**src/rtl/sap_pkg.sv**
```systemverilog
// Shared definitions for the SAP-1 controller-sequencer: widths, opcodes,
// control-word bit positions and the machine-cycle state encoding.
package sap_pkg;

    localparam int unsigned OPCODE_W = 4;
    localparam int unsigned CON_W    = 12;
    localparam int unsigned TSTATE_W = 6;

    localparam logic [OPCODE_W-1:0] OP_LDA = 4'h0;
    localparam logic [OPCODE_W-1:0] OP_ADD = 4'h1;
    localparam logic [OPCODE_W-1:0] OP_SUB = 4'h2;
    localparam logic [OPCODE_W-1:0] OP_OUT = 4'hE;
    localparam logic [OPCODE_W-1:0] OP_HLT = 4'hF;

    localparam int unsigned CON_CP = 11;
    localparam int unsigned CON_EP = 10;
    localparam int unsigned CON_LM = 9;
    localparam int unsigned CON_CE = 8;
    localparam int unsigned CON_LI = 7;
    localparam int unsigned CON_EI = 6;
    localparam int unsigned CON_LA = 5;
    localparam int unsigned CON_EA = 4;
    localparam int unsigned CON_SU = 3;
    localparam int unsigned CON_EU = 2;
    localparam int unsigned CON_LB = 1;
    localparam int unsigned CON_LO = 0;

    typedef enum logic [2:0] {
        StIdle = 3'd0,
        StT1   = 3'd1,
        StT2   = 3'd2,
        StT3   = 3'd3,
        StT4   = 3'd4,
        StT5   = 3'd5,
        StT6   = 3'd6,
        StHalt = 3'd7
    } state_e;

    function automatic logic [CON_W-1:0] con_bit(input int unsigned idx);
        logic [CON_W-1:0] v;
        v      = '0;
        v[idx] = 1'b1;
        return v;
    endfunction

endpackage

```
**src/rtl/sap_control_decoder.sv**
```systemverilog
// Combinational decode of (phase, opcode) into the 12-bit control word.
// IDLE and HALT, and any unlisted opcode in T4..T6, produce an all-zero word.
module sap_control_decoder
    import sap_pkg::*;
(
    input  state_e              state_i,
    input  logic [OPCODE_W-1:0] opcode_i,
    output logic [CON_W-1:0]    con_o
);

    always_comb begin
        con_o = '0;
        unique case (state_i)
            StT1: con_o = con_bit(CON_EP) | con_bit(CON_LM);
            StT2: con_o = con_bit(CON_CP);
            StT3: con_o = con_bit(CON_CE) | con_bit(CON_LI);
            StT4: begin
                if (opcode_i == OP_LDA || opcode_i == OP_ADD || opcode_i == OP_SUB) begin
                    con_o = con_bit(CON_EI) | con_bit(CON_LM);
                end else if (opcode_i == OP_OUT) begin
                    con_o = con_bit(CON_EA) | con_bit(CON_LO);
                end
            end
            StT5: begin
                if (opcode_i == OP_LDA) begin
                    con_o = con_bit(CON_CE) | con_bit(CON_LA);
                end else if (opcode_i == OP_ADD || opcode_i == OP_SUB) begin
                    con_o = con_bit(CON_CE) | con_bit(CON_LB);
                end
            end
            StT6: begin
                if (opcode_i == OP_ADD) begin
                    con_o = con_bit(CON_EU) | con_bit(CON_LA);
                end else if (opcode_i == OP_SUB) begin
                    con_o = con_bit(CON_SU) | con_bit(CON_EU) | con_bit(CON_LA);
                end
            end
            StIdle, StHalt: con_o = '0;
            default:        con_o = '0;
        endcase
    end

endmodule

```
**src/rtl/sap_controller_sequencer.sv**
```systemverilog
// SAP-1 controller-sequencer: steps IDLE -> T1..T6 while run is high, stalls
// with a zeroed control word when run is low, and parks in HALT until reset.
module sap_controller_sequencer
    import sap_pkg::*;
(
    input  logic                clk_i,
    input  logic                rst_ni,
    input  logic                run_i,
    input  logic [OPCODE_W-1:0] opcode_i,
    output logic [CON_W-1:0]    con_o,
    output logic [TSTATE_W-1:0] t_state_o,
    output logic                halted_o
);

    state_e           state_q, state_d;
    logic [CON_W-1:0] dec_con;

    sap_control_decoder u_decoder (
        .state_i  (state_q),
        .opcode_i (opcode_i),
        .con_o    (dec_con)
    );

    always_ff @(posedge clk_i or negedge rst_ni) begin
        if (!rst_ni) begin
            state_q <= StIdle;
        end else begin
            state_q <= state_d;
        end
    end

    always_comb begin
        state_d = state_q;
        if (run_i) begin
            unique case (state_q)
                StIdle:  state_d = StT1;
                StT1:    state_d = StT2;
                StT2:    state_d = StT3;
                StT3:    state_d = StT4;
                StT4:    state_d = (opcode_i == OP_HLT) ? StHalt : StT5;
                StT5:    state_d = StT6;
                StT6:    state_d = StT1;
                StHalt:  state_d = StHalt;
                default: state_d = StIdle;
            endcase
        end
    end

    // A stalled phase keeps its t_state but must not assert any control line.
    always_comb begin
        con_o     = run_i ? dec_con : '0;
        t_state_o = '0;
        unique case (state_q)
            StT1:    t_state_o = 6'b000001;
            StT2:    t_state_o = 6'b000010;
            StT3:    t_state_o = 6'b000100;
            StT4:    t_state_o = 6'b001000;
            StT5:    t_state_o = 6'b010000;
            StT6:    t_state_o = 6'b100000;
            default: t_state_o = '0;
        endcase
        halted_o = (state_q == StHalt);
    end

endmodule
```
**config.mk**
```make
export PLATFORM = sky130hd
export DESIGN_NAME = sap_controller_sequencer
export DESIGN_NICKNAME = d
export VERILOG_FILES = /design/src/rtl/sap_pkg.sv /design/src/rtl/sap_control_decoder.sv /design/src/rtl/sap_controller_sequencer.sv
export SDC_FILE = /design/constraint.sdc
export NUM_CORES = 1
export LEC_CHECK = 0
export ABC_AREA = 0
export CORE_AREA = 3 3 40 42
export DETAILED_ROUTE_END_ITERATION = 6
export DIE_AREA = 0 0 43 45
export PLACE_DENSITY = 0.66
export SYNTH_ARGS = -nofsm -noshare
export SYNTH_HDL_FRONTEND = slang
export SYNTH_SLANG_ARGS = --single-unit
```
**constraint.sdc**
```tcl
create_clock -name clk_i -period 1.7 [get_ports clk_i]
set_input_delay 0.34 -clock clk_i [delete_from_list [all_inputs] [get_ports clk_i]]
set_output_delay 0.34 -clock clk_i [all_outputs]
set_load 0.05 [all_outputs]
```
# --- Yosys cells after proc, flatten, opt, wreduce, memory -nomap -nowiden ---
# Index checks and enable logic that the tools add are counted.
word_totals:
  regBits: 3
  in_bits: 7
  out_inout_bits: 19
  word_cells: 30
op_classes:
  eq_ne: 11
  n_mux: 11
  n_reduce_logical: 7
ops:
  columns: ["cell", "n"]
  rows:
  - ["12-bit case mux with 7 select lines", 1]
  - ["12-bit 2-to-1 mux", 4]
  - ["6-bit case mux with 6 select lines", 1]
  - ["3-bit case mux with 7 select lines", 1]
  - ["3-bit equality test, second input constant", 4]
  - ["9-bit 2-to-1 mux", 1]
  - ["4-bit equality test, second input constant", 2]
  - ["3-bit by 2-bit equality test with 1-bit output, second input constant", 2]
  - ["6-bit 2-to-1 mux", 1]
  - ["5-bit 2-to-1 mux", 1]
  - ["4-bit by 1-bit equality test with 1-bit output, second input constant", 1]
  - ["4-bit by 2-bit equality test with 1-bit output, second input constant", 1]
  - ["4-bit zero test", 1]
  - ["2-bit OR reduction", 2]
  - ["3-bit by 1-bit equality test with 1-bit output, second input constant", 1]
  - ["3-bit zero test", 1]
  - ["1-bit logical OR", 3]
  - ["2-bit 2-to-1 mux", 1]

# --- Logic depth before layout (Yosys ltp) ---
# Gate-level depths: netlist (run 1).
logic_depth:
  word_depth: 6
  depth_mapped: 5
  ltp_nobuf: 3

# --- Hierarchy ---
# Synthesis (run 1) repeated with hierarchy kept, for this count alone.
hier_totals:
  hier_cells: 64
  hier_area_um2: 440.4
by_module_without_submodules:
  columns: ["mod", "n_inst", "cells_per_inst", "area_each_um2", "seq_area_each_um2"]
  rows:
  - ["sap_controller_sequencer", 1, 38, 269.0, 75.1]
  - ["sap_control_decoder", 1, 26, 171.4, 0.0]

# --- Worst setup path after synthesis (run 1) ---
# Ideal clock, no wire load.
synth_path:
  path_type: "reg2out"
  startpoint: "register state_q[1]"
  endpoint: "output con_o[4]"
  t_arrival_ps: 2770
  t_required_ps: 1360
  path_slack_ps: -1410
  path_stages_with_launch: 6
  path_buffers: 2
  cell_sequence: "dfrtp_1 buf_4 nor3b_4 nand2_1 nor3_1 buf_4"
synth_between:
  elab_chain_len: 4
  elab_cells_between_ends: 11
  classes_between: "7 x eq/ne; 2 x mux; 2 x reduce/logical"
synth_rtl:
  columns: ["item", "line_no", "rtl"]
  rows:
  - ["from (decl)", "sap_controller_sequencer.sv:15", "state_e state_q, state_d;"]
  - ["from (signal assigned)", "sap_controller_sequencer.sv:26", "state_q <= StIdle;"]
  - ["from (signal assigned)", "sap_controller_sequencer.sv:28", "state_q <= state_d;"]
  - ["3-bit equality test / 3-bit zero test (equally long branches)", "sap_control_decoder.sv:13", "unique case (state_i)"]
  - ["2-bit OR reduction", "sap_control_decoder.sv:13", null]
  - ["12-bit case mux with 7 select lines (*)", "sap_control_decoder.sv:13", null]
  - ["12-bit 2-to-1 mux (*)", "sap_controller_sequencer.sv:51", "con_o = run_i ? dec_con : '0;"]
  - ["to (decl)", "sap_controller_sequencer.sv:10", "output logic [CON_W-1:0] con_o,"]
# Mark *: on every way between the ends. The rest lies on a longest branch, timed or not.

# --- Worst setup path in the final report (run 1) ---
layout_path:
  startpoint: "register state_q[1]"
  endpoint: "output con_o[5]"
# The elaborated chain is that of the path after synthesis.

==> out/qor.json, run 1 <==
{
  "synth": {
    "netlist_area_um2": 405.4,
    "synth-main-ff-cell": "dfrtp_1",
    "synth_area_per_cell_um2": 7.507,
    "synth_fp_nets": 61,
    "synth_sequential_area_ratio": 0.1852,
    "synthCells": 54,
    "share_of_flip_flops_with_an_asynchronous_set_or_reset_after_synthesis": 1.000,
    "synth_cell_type_count": 26,
    "ys_ff_latch": 3,
    "yosys_warnings": 0,
    "synth_edf_count": 0
  },
  "worst_setup_path": {
    "worstRegToRegCells": 5,
    "startpoint_type_of_the_worst_setup_path": "register",
    "cp-end-kind": "primary output",
    "worst_reg_to_reg_setup_slack_ns": 0.41,
    "timing_worst_setup_path_type": "reg -> out",
    "crit_path_max_fanout": 3,
    "cp_data_required_time_ns": 1.36,
    "worstReg2RegEnd": "state_q[1]",
    "critical_path_arrival_ns": 1.55
  },
  "clocking": {
    "cts_made_buffers": 3,
    "cts.path.max_buffers": 2,
    "tritoncts_num_sinks": 3,
    "worst_setup_hold_path_clk_slew_ns": 0.04,
    "root_buffer": "clkbuf_4",
    "clock_latency_of_the_later_clocked_register_in_the_worst_skew_pair_ns": 0.23,
    "cts_tree": "yes",
    "cts_htree_levels": 1,
    "cts_hold_repair_buffers": 0
  },
  "layout": {
    "antennaDiodeCount": 0,
    "area.growth.synth_to_final_pct": 169.4,
    "layout.core_utilization": 0.8500,
    "final_layout_size_suffix_gt1_frac": 0.7340,
    "num-nets-final": 102,
    "final_cells": 109
  },
  "timing": {
    "timing.slew.headroom": 0.7280,
    "hold_viol_final": 0,
    "final.hold.worst_slack_ns": 0.2899,
    "fin_worst_skew_ns": 0.001134,
    "unrepaired_setup_endpoints_after_global_routing": "yes",
    "final.setup.worst_slack_ns": -0.1854,
    "max_freq_mhz": 530.4,
    "tightestPinTransition_ns": 0.4051,
    "timing.final.max_slew_violations": 0,
    "final_period_minus_worst_setup_slack_ns": 1.885,
    "final_clock_period_utilization_by_the_worst_path": 1.109,
    "finalSetupTns_ns": -1.388,
    "setup_viols_final": 12
  },
  "global_routing": {
    "grt.total_usage": 0.1778,
    "number_of_antenna_violations_at_the_first_check_in_global_routing": 0,
    "grt_start_max_net_pins": 11,
    "globalRouteOverflowTotal": 0,
    "first_global_vias": 589,
    "grt_pass1_wl_mm": 2.670
  },
  "placed_design": {
    "place_congestion": 0.7346,
    "place_hpwl_mm": 1.138,
    "i_o_buffers": 25,
    "dp_cell_count": 104
  },
  "pwr": {
    "power.static_leakage_nw": 0.4458,
    "total_power_mw": 1.829,
    "vdd.ir_drop.worst_v": 0.001593,
    "power_density_mw_per_mm2": 1674
  },
  "status": {
    "outcome": "finished, violations left",
    "violated_checks": "setup timing"
  },
  "drt": {
    "num_vias": 534,
    "drt_pre_antenna_iters": 4,
    "mean_routed_wirelength_per_cell_um": 13.52,
    "antenna_violating_nets_post_route": 0,
    "first_iter_violations": 10,
    "via_per_inst": 4.899,
    "routed_wirelength_mm": 1.474,
    "drc_errors": 0
  },
  "floorplan": {
    "boundaryPins": 26,
    "core_region_area_mm2": 0.001285,
    "floorplan.die_area_mm2": 0.001935,
    "die_height_um": 45,
    "std_cell_rows": 13,
    "starting_density_of_the_core": 0.3155,
    "floorplan_die_width_um": 43
  },
  "run": {
    "max_cap_viol_count": 0
  },
  "hold_path": {
    "hold_path.class": "in -> async"
  }
}
[placed cells by master (no fill, tap or decap), drive strengths merged, types with 2 or more instances in the layout]
| master | synthesis | routed |
|---|---|---|
| nor2 | 9 | 9 |
| o21ai | 3 | 3 |
| xnor2 | 3 | 3 |
| a21oi | 2 | 2 |
| nor3b | 3 | 3 |
| and3 | 2 | 2 |
| clkdlybuf4s15 | 0 | 3 |
| nand2 | 8 | 8 |
| buf | 5 | 35 |
| dfrtp | 3 | 3 |
| clkbuf | 0 | 5 |
| nand2b | 2 | 2 |
[layer usage]
layer	part of all wire	GRT usage
met1	0.41	0.1990
met2	0.55	0.3593
met3	0.046	0.01992
met4	0	0.03614
met5	0	0
[cell usage after synthesis (all sizes together), types with 2 or more instances]
library cell	count	area [um^2]
nand2b	2	20.02
inv	2	7.510
and3	2	12.51
nor3b	3	33.78
buf	5	37.54
xnor2	3	26.28
nand2	8	32.54
dfrtp	3	75.07
o21ai	3	15.01
nor2	9	33.78
a21oi	2	10.01
[where the power goes]
part	switching, mW	total (mW)	leakage (nW)	internal, mW
registers	0.0360	0.146	0.0350	0.110
clock network	0.0368	0.125	0.0150	0.0880
logic	0.832	1.56	0.396	0.726
total	0.905	1.83	0.446	0.924
[area by class of cell]
type / count / area, um^2
inverters: 2 / 11.26
clock buffers: 4 / 26.28
multi-input cells: 44 / 402.9
flip-flops and latches: 3 / 75.07
repair buffers: 41 / 558.0
well taps: 15 / 18.77
fillers: 69 / 192.7
[worst max-delay path, stage by stage (launching register included)]
cell and delay (ns):
dfrtp_1 0.40, or4b_1 0.52, o21ai_1 0.08, and2b_2 0.18, buf_12 0.13
[metrics by stage]
step | cell area, um^2 | worst slack (ns)
2_1_floorplan | 452.9 | -0.6212
3_3_place_gp | 979.7 | -0.3957
3_5_place_dp | 979.7 | -0.4189
4_1_cts | 1077 | -0.2053
5_1_grt | 1092 | -0.2612
6_report | 1092 | -0.1854
[what timing repair did]
action                                  CTS  global route
buffers inserted                          2             0
pin swaps                                 7             5
gates resized for setup                  27             7
endpoints found under the setup margin   17            19
[worst max-delay path by stage]
stage | from | to | slack, ns | cells past startpoint
after global routing | state_q[1] | con_o[0] | -0.26 | 5
final | state_q[1] | con_o[5] | -0.19 | 4
after CTS | state_q[1] | con_o[5] | -0.21 | 4
after floorplan | state_q[1] | con_o[4] | -0.62 | 5
after detailed placement | run_i | con_o[1] | -0.42 | 5
after global placement | run_i | con_o[1] | -0.40 | 5
[cell families (layout without fill, tap and decap cells)]
group,count (synthesis),after routing,synth area share
mux,1,1,0.02778
compound gates,8,8,0.1142
flops,3,3,0.1852
xor+xnor,3,3,0.06483
buf+inv,7,47,0.1111
simple gates,32,32,0.4969
No activity file was read; power rests on OpenSTA's default activity.
==> inputs of run 2 (changes only) <==
--- a/config.mk
+++ b/config.mk
@@ -6,10 +6,12 @@
 export NUM_CORES = 1
 export LEC_CHECK = 0
 export ABC_AREA = 0
-export CORE_AREA = 3 3 40 42
+export CELL_PAD_IN_SITES_DETAIL_PLACEMENT = 0
+export CELL_PAD_IN_SITES_GLOBAL_PLACEMENT = 2
+export CORE_MARGIN = 3
+export CORE_UTILIZATION = 17
 export DETAILED_ROUTE_END_ITERATION = 6
-export DIE_AREA = 0 0 43 45
-export PLACE_DENSITY = 0.66
+export PLACE_DENSITY = 0.72
 export SYNTH_ARGS = -nofsm -noshare
 export SYNTH_HDL_FRONTEND = slang
 export SYNTH_SLANG_ARGS = --single-unit
==> run 2 against run 1 <==
The flow still finishes with violations (setup timing). Clock-buffer cell count did not move. Total power rose by 7.3%. Final cell count is 18% higher. Clock skew is 0.0018 ns higher. Largest cell class unchanged. First-iteration DRC count down 80%. Register-to-register slack worse by 0.03 ns. Hold slack lost 0.0074 ns. Critical path depth grew 1.
==> out/qor.json, run 2 (synthesis results as in run 1) <==
{
  "worst_setup_path": {
    "worstRegToRegCells": {"value": 6, "change": "+1"},
    "worstPathCellList": "buf_6 -> or4b_1 -> o21ai_1 -> and2b_2 -> buf_12",
    "timing_worst_setup_path_type": "reg -> out",
    "startpoint_type_of_the_worst_setup_path": "register",
    "cp_data_required_time": {"value": 1.36, "unit": "ns", "change": "about the same"},
    "critical-path-slowest-cell": "or4b_1",
    "cp-end-kind": "primary output",
    "crit_path_max_fanout": {"value": 4, "change": "+1"},
    "critical_path_arrival": {"value": 1.57, "unit": "ns", "change": "+0.02 ns"},
    "max_stage_delay": {"value": 0.42, "unit": "ns", "change": "-0.10 ns"}
  },
  "floorplan": {
    "starting_density_of_the_core": {"value": 0.1815, "change": "-0.1340"},
    "floorplan_die_width": {"value": 54.83, "unit": "um", "change": "+28%"},
    "core_region_area": {"value": 0.002233, "unit": "mm^2", "change": "+74%"},
    "std_cell_rows": {"value": 17, "change": "+4"},
    "floorplan.die_area": {"value": 0.003006, "unit": "mm^2", "change": "+55%"},
    "die_height": {"value": 54.83, "unit": "um", "change": "+22%"},
    "boundaryPins": {"value": 26, "change": "unchanged"}
  },
  "clocking": {
    "clock_latency_of_the_later_clocked_register_in_the_worst_skew_pair": {"value": 0.24, "unit": "ns", "change": "about the same"},
    "root_buffer": "clkbuf_4",
    "tritoncts_num_sinks": {"value": 3, "change": "unchanged"},
    "cts_htree_levels": {"value": 1, "change": "unchanged"},
    "cts.path.max_buffers": {"value": 2, "change": "unchanged"},
    "cts_made_buffers": {"value": 3, "change": "unchanged"},
    "cts_tree": "yes",
    "cts_hold_repair_buffers": {"value": 0, "change": "unchanged"},
    "worst_setup_hold_path_clk_slew": {"value": 0.04, "unit": "ns", "change": "about the same"}
  },
  "pwr": {
    "cellInternalPower": {"value": 1.041, "unit": "mW", "change": "+13%"},
    "clkPwrFrac": {"value": 0.067, "change": "about the same"},
    "sequential_power_share": {"value": 0.078, "change": "-0.002"},
    "power.static_leakage": {"value": 0.4932, "unit": "nW", "change": "+11%"},
    "total_power": {"value": 1.963, "unit": "mW", "change": "+7.3%"},
    "power_density": {"value": 1665, "unit": "mW/mm^2", "change": "-0.52%"},
    "total_switching_power": {"value": 0.9218, "unit": "mW", "change": "+1.8%"},
    "switching_share": {"value": 0.4696, "change": "-0.02533"},
    "comb_power_share": {"value": 0.855, "change": "+0.003"},
    "vdd.ir_drop.worst": {"value": 0.0009654, "unit": "V", "change": "-39%"}
  },
  "timing": {
    "setup_viols_final": {"value": 13, "change": "+1"},
    "timing.final.max_slew_violations": {"value": 0, "change": "unchanged"},
    "timing.slew.headroom": {"value": 0.8231, "change": "+0.09512"},
    "final_period_minus_worst_setup_slack": {"value": 1.907, "unit": "ns", "change": "+0.02192 ns"},
    "final_clock_period_utilization_by_the_worst_path": {"value": 1.122, "change": "+0.01290"},
    "finalSetupTns": {"value": -1.648, "unit": "ns", "change": "-0.2596 ns"},
    "tightestPinTransition": {"value": 0.2645, "unit": "ns", "change": "-0.1406 ns"},
    "hold_viol_final": {"value": 0, "change": "unchanged"},
    "unrepaired_setup_endpoints_after_global_routing": "yes",
    "fin_worst_skew": {"value": 0.002918, "unit": "ns", "change": "+0.001784 ns"},
    "final.hold.worst_slack": {"value": 0.2825, "unit": "ns", "change": "-0.007398 ns"},
    "max_freq": {"value": 524.3, "unit": "MHz", "change": "-1.1%"},
    "final.setup.worst_slack": {"value": -0.2073, "unit": "ns", "change": "-0.02192 ns"}
  },
  "drt": {
    "antenna_violating_nets_post_route": {"value": 0, "change": "unchanged"},
    "drt_pre_antenna_iters": {"value": 4, "change": "unchanged"},
    "first_iter_violations": {"value": 2, "change": "-8"},
    "drc_errors": {"value": 0, "change": "unchanged"},
    "via_per_inst": {"value": 4.333, "change": "-12%"},
    "routed_wirelength": {"value": 1.457, "unit": "mm", "change": "-1.2%"},
    "num_vias": {"value": 559, "change": "+4.7%"},
    "mean_routed_wirelength_per_cell": {"value": 11.29, "unit": "um", "change": "-16%"}
  },
  "global_routing": {
    "grt_start_max_net_pins": {"value": 9, "change": "-2"},
    "top_usage_layer": "met2",
    "grt_use_met1": {"value": 0.1331, "change": "-0.06591"},
    "met2_usage": {"value": 0.1772, "change": "-0.1821"},
    "grt_pass1_wl": {"value": 2.421, "unit": "mm", "change": "-9.3%"},
    "first_global_vias": {"value": 540, "change": "-8.3%"},
    "globalRouteMet3Util": {"value": 0.03270, "change": "+0.01278"},
    "grt.total_usage": {"value": 0.1169, "change": "-0.06094"},
    "number_of_antenna_violations_at_the_first_check_in_global_routing": {"value": 0, "change": "unchanged"},
    "globalRouteOverflowTotal": {"value": 0, "change": "unchanged"}
  },
  "layout": {
    "layout.cells.most_common_list": "19 x buf_12, 19 x buf_4, 6 x nor2_4",
    "ff_latch_area": {"value": 76.32, "unit": "um^2", "change": "+1.7%"},
    "antennaDiodeCount": {"value": 0, "change": "unchanged"},
    "multi_input_comb_area": {"value": 411.6, "unit": "um^2", "change": "+2.2%"},
    "area.growth.synth_to_final_pct": 190.7,
    "num-nets-final": {"value": 109, "change": "+6.9%"},
    "final_layout_size_suffix_gt1_frac": {"value": 0.7525, "change": "+0.01843"},
    "layout.core_utilization": {"value": 0.5277, "change": "-0.3223"},
    "final_cells": {"value": 129, "change": "+18%"},
    "fill_cells": {"value": 214, "change": "+210%"},
    "design_area": {"value": 0.001179, "unit": "mm^2", "change": "+7.9%"}
  },
  "hold_path": {
    "hold_path.class": "in -> async"
  },
  "placed_design": {
    "dpl_worst_slack": {"value": -0.4165, "unit": "ns", "change": "+0.002381 ns"},
    "i_o_buffers": {"value": 25, "change": "unchanged"},
    "place_hpwl": {"value": 1.085, "unit": "mm", "change": "-4.6%"},
    "dp_cell_count": {"value": 119, "change": "+14%"},
    "dpl_cell_area": {"value": 0.001011, "unit": "mm^2", "change": "+3.2%"},
    "place_congestion": {"value": 0.7243, "change": "-1.4%"}
  },
  "status": {
    "outcome": "finished, violations left",
    "violated_checks": "setup timing"
  },
  "run": {
    "max_cap_viol_count": {"value": 0, "change": "unchanged"}
  }
}
-- run 2: cell count changes in the layout (fill, tap and decap cells not counted), sizes merged --
cell and delta:
clkinvlp -1, clkdlybuf4s15 -2, buf +7, inv +1, dlygate4sd2 +2
-- run 2: worst paths after layout --
path,from,endpoint,slack (ns)
max,state_q[0],con_o[5],-0.21
min,rst_ni,state_q[0],0.28
max reg2reg,state_q[0],state_q[1],0.38
min reg2reg,state_q[0],state_q[1],0.70
max in group asynchronous,rst_ni,state_q[1],1.26
min in group clk_i,opcode_i[3],state_q[1],0.64
-- run 2: final cells by class --
type,count,area share
Tap cell,28,0.02972
Inverter,2,0.008493
Sequential cell,3,0.06476
Timing Repair Buffer,48,0.5255
Multi-Input combinational cell,44,0.3493
Clock buffer,4,0.02229
-- run 2: timing repair --
item / in CTS / in global routing
pin swaps: 10 / 8
endpoints found under the setup margin: 17 / 17
resized for setup: 30 / 7
buffers inserted: 6 / 1
cloned: 0 / 0
hold endpoints to repair: 0 / 0
-- run 2: worst max-delay path, delay by kind of cell (launching register included) --
| kind | cells | cell delay (ns) |
|---|---|---|
| compound gates | 1 | 0.08 |
| flops | 1 | 0.40 |
| simple gates | 2 | 0.59 |
| buf+inv | 2 | 0.25 |
-- run 2: power groups by stage --
stage | clock (mW) | sequential [mW] | combinational (mW)
after floorplan | 0 | 0.133 | 0.766
after global placement | 0 | 0.158 | 1.38
after detailed placement | 0 | 0.157 | 1.38
after CTS | 0.137 | 0.149 | 1.65
after global routing | 0.143 | 0.157 | 1.77
final | 0.132 | 0.153 | 1.68
-- run 2: routing by layer --
metal,up-vias,part of all wire
li1,278,-
met1,255,0.37
met2,20,0.53
met3,6,0.060
met4,0,0.037
met5,-,0
==> edit 1 (settings of run 1) <==
`OPCODE_W`: 4 -> 5.
--- a/src/rtl/sap_pkg.sv
+++ b/src/rtl/sap_pkg.sv
@@ -2,7 +2,7 @@
 // control-word bit positions and the machine-cycle state encoding.
 package sap_pkg;
 
-    localparam int unsigned OPCODE_W = 4;
+    localparam int unsigned OPCODE_W = 5;
     localparam int unsigned CON_W    = 12;
     localparam int unsigned TSTATE_W = 6;
 
Ports: changed (resized opcode_i); port bits go from 26 to 27. No check against the original RTL was run, so the function may have changed too.
==> edit 1 against run 1 <==
The run still ends with setup timing left; clock skew increased by 0.0036 ns; wire length up 48%; sequential cell count unchanged; setup slack gained 0.048 ns; clock power increased by 3%; sequential power up 14%; design area grew 9.3%; area after synthesis fell by 4.3%; total power rose by 7.4%; count of clock-buffer cells in the layout unchanged.
==> edit 1: results (changes against run 1) <==
Buffering overhead -> 0.522 (+0.0111)
First-pass GRT wire length -> 3060 um (+14%)
Failing checks -> setup timing
Clk pwr -> 0.000129 W (+3%)
Outcome -> complete, but fails checks
Logic inverters -> 1 (-1)
Register share of total power -> 0.084 (+0.004)
Sw frac -> 0.496 (+0.00118)
Wire length on met3 -> 119 um (+75%)
Gpl congestion -> 0.714 (-2.8%)
GRT met2 Usage -> 0.407 (+0.0479)
Delay-heaviest family, CP -> simple AND/OR/NAND/NOR gates
Dpl ws -> -0.277 ns (+0.142 ns)
Cts repair resizes -> 26 (-3.7%)
Max layer used -> met4
Critical path's largest stage delay -> 0.44 ns (-0.08 ns)
Fin nets -> 109 (+6.9%)
Yosys warns -> 0 (unchanged)
Largest net degree at the start of global routing -> 10 (-1)
WL met2 -> 1260 um (+55%)
Met3 Usage GRT -> 0.0757 (+0.0558)
Leakage power -> 0.527 nW (+18%)
Sequential share of cell area -> 0.0650 (-0.00374)
Worst vdd ir -> 1.47 mV (-7.8%)
Leading post-synthesis cells by cell area -> dfrtp_1 (19%), nor2_1 (9.7%), nand2b_1 (6.5%), nor3_1 (5.2%), nand2_1 (4.8%)
Compound-cell area share of the yosys netlist -> 0.110 (-0.00452)
Seq/Total Area, Yosys -> 0.194 (+0.00836)
# diodes -> 0 (unchanged)
XOR/XNOR Fraction of Synth Area -> 0.0452 (-0.0197)
Post-CTS Setup Inserts -> 3 (+1)
GRT Resource Usage Total -> 0.216 (+0.0380)
Worst Slack Setup Final -> -0.137 ns (+0.0482 ns)
# port buffers -> 26 (+4.0%)
Fillers -> 42 (-39%)
Post-detail-place hpwl -> 1260 um (+10%)
Synth cell types -> 27 (+3.8%)
Final Setup Violations -> 10 (-2)
Slowest-stage cell, CP -> dfrtp_2
Clk pwr share -> 0.066 (-0.002)
Layout cell share with drive strength beyond 1 -> 0.780 (+0.0460)
Total number of vias -> 610 (+14%)
Worst-path maximum fanout -> 5 (+2)
Synth cell count leaders -> nor2_1 (10), nand2_1 (5), nand2b_1 (4), nor3_1 (4), dfrtp_1 (3)
Post-synthesis mux area share -> 0.0290 (+0.00125)
Buffers excl. clock -> 48 (+17%)
DRT met1 WL -> 748 um (+25%)
DRT iter0 DRCs -> 16 (+6)
Measured slew at the worst slew-check pin -> 0.249 ns (-0.156 ns)
Routed WL -> 2180 um (+48%)
Layout clock buffers -> 4 (unchanged)
Clock skew -> 0.00475 ns (+0.00362 ns)
Met1 Resource Use GR -> 0.232 (+0.0329)
Fraction of area in multi-input gates -> 0.372 (+0.00328)
Clock-cell share -> 0.0220 (-0.00204)
Vias in the first global route -> 654 (+11%)
edit 1: final timing paths:
check	depth (start not counted)	slack, ns	from	to
worst max register to register	4	0.47	state_q[1]	flop
min in group clk_i	1	0.63	state_q[0]	flop
worst min register to register	1	0.63	state_q[0]	flop
worst min-delay path	1	0.29	rst_ni	async pin
max in group asynchronous	1	1.23	rst_ni	state_q[0]
worst max-delay path	5	-0.14	state_q[0]	con_o[4]
edit 1: through the flow:
step / hold WS [ns] / utilization / TNS (ns) / instances / area [sq um]
global placement: 0.526 / 0.789 / -2.50 / 104 / 1010
floorplan: 0.0444 / - / -1.10 / 53 / 475
finish: 0.293 / 0.929 / -0.798 / 115 / 1190
global route: 0.308 / 0.929 / -1.42 / 115 / 1190
CTS: 0.297 / 0.868 / -0.537 / 111 / 1110
detailed placement: 0.543 / 0.789 / -2.60 / 104 / 1010
==> edit 2 (flow settings as in run 1) <==
Made on the original files. Encoding of `state_e`: now Gray code (3 bits for 8 states).
--- a/src/rtl/sap_pkg.sv
+++ b/src/rtl/sap_pkg.sv
@@ -26,14 +26,14 @@
     localparam int unsigned CON_LO = 0;
 
     typedef enum logic [2:0] {
-        StIdle = 3'd0,
-        StT1   = 3'd1,
-        StT2   = 3'd2,
-        StT3   = 3'd3,
-        StT4   = 3'd4,
-        StT5   = 3'd5,
-        StT6   = 3'd6,
-        StHalt = 3'd7
+        StIdle = 3'b000,
+        StT1   = 3'b001,
+        StT2   = 3'b011,
+        StT3   = 3'b010,
+        StT4   = 3'b110,
+        StT5   = 3'b111,
+        StT6   = 3'b101,
+        StHalt = 3'b100
     } state_e;
 
     function automatic logic [CON_W-1:0] con_bit(input int unsigned idx);
Function: no difference found for any inputs over 10 cycles, from zero or initial values and one cycle with rst_ni low; not proved beyond that.
==> edit 2 against run 1 <==
The run still ends with setup timing left; global-route usage grew 1.3 points; largest power group unchanged; combinational power grew 9.6%; wire length up 49%; sequential cell count unchanged; design area grew 8.8%; total power grew 8.8%; area after synthesis decreased by 17%; setup slack got worse by 0.18 ns.
==> edit 2: results (changes against run 1) <==
Outcome -> complete, but fails checks
Failing checks -> setup timing
Logic power comb -> 0.00171 W (+9.6%)
Critical path startpoint -> state_q[2]
Clock-cell share -> 0.0221 (-0.00195)
Synth cell count leaders -> nor2_1 (13), a21oi_1 (4), nand2_1 (4), nand2b_1 (4)
Max Fclk -> 0.484 GHz (-8.8%)
Dpl ws -> -0.437 ns (-0.0182 ns)
Post-detail-place hpwl -> 1190 um (+4.4%)
CP Capture Point -> con_o[2]
Synth cell types -> 24 (-7.7%)
Layout cell share with drive strength beyond 1 -> 0.748 (+0.0135)
DRT iter0 DRCs -> 5 (-5)
Leakage power -> 0.501 nW (+12%)
GRT Resource Usage Total -> 0.190 (+0.0127)
Buffering overhead -> 0.551 (+0.0396)
#MultiIn Comb -> 43 (-2.3%)
Setup_tns -> -3.18 ns (-1.79 ns)
Clock skew -> 0.00236 ns (+0.00122 ns)
Largest net degree at the start of global routing -> 9 (-2)
Worst vdd ir -> 1.25 mV (-22%)
Finished Layout Cells -> 118 (+8.3%)
Fin nets -> 111 (+8.8%)
Met1 Resource Use GR -> 0.190 (-0.00925)
Max layer used -> met4
Wire length on met3 -> 77 um (+13%)
Seq/Total Area, Yosys -> 0.224 (+0.0387)
Worst Slack Setup Final -> -0.368 ns (-0.182 ns)
Gpl congestion -> 0.767 (+4.4%)
Vias/cell -> 5.08 (+3.8%)
Routed WL -> 2190 um (+49%)
Synthesized area per cell -> 6.71 sq um (-11%)
Final Setup Violations -> 17 (+5)
Worst-path maximum fanout -> 4 (+1)
Leading post-synthesis cells by cell area -> dfrtp_1 (22%), nor2_1 (15%), nand2b_1 (7.5%), a21oi_1 (6.0%), o21ai_0 (4.5%)
Seq cells -> 3 (unchanged)
Multi-input logic area -> 409 sq um (+1.6%)
Measured slew at the worst slew-check pin -> 0.385 ns (-0.0202 ns)
Slowest-stage cell, CP -> or4b_4
Vias in the first global route -> 596 (+1.2%)
Sequential share of cell area -> 0.0642 (-0.00452)
-- edit 2: what timing repair did --
action                     in CTS  in global routing
resized for setup              29                 11
pin swaps                       9                  5
setup endpoints to repair      17                 17
buffers inserted                3                  7
-- edit 2: through the flow --
stage / hold WS, ns / area [sq um] / total power, W / utilization
floorplan: 0.0444 / 407 / 0.000829 / -
global placement: 0.531 / 967 / 0.00144 / 0.753
detailed placement: 0.536 / 967 / 0.00146 / 0.753
CTS: 0.282 / 1100 / 0.00179 / 0.859
global route: 0.288 / 1190 / 0.00207 / 0.925
finish: 0.291 / 1190 / 0.00199 / 0.925
-- edit 2: logic make-up (layout without fill, tap and decap cells) --
family                 count (synthesis)  after routing  share of synthesized area
flip-flops                             3              3                      0.224
AO/OA/AOI/OAI                         10             10                      0.164
buffers and inverters                  4             57                     0.0597
AND/OR/NAND/NOR                       32             32                      0.526
XOR/XNOR                               1              1                     0.0261
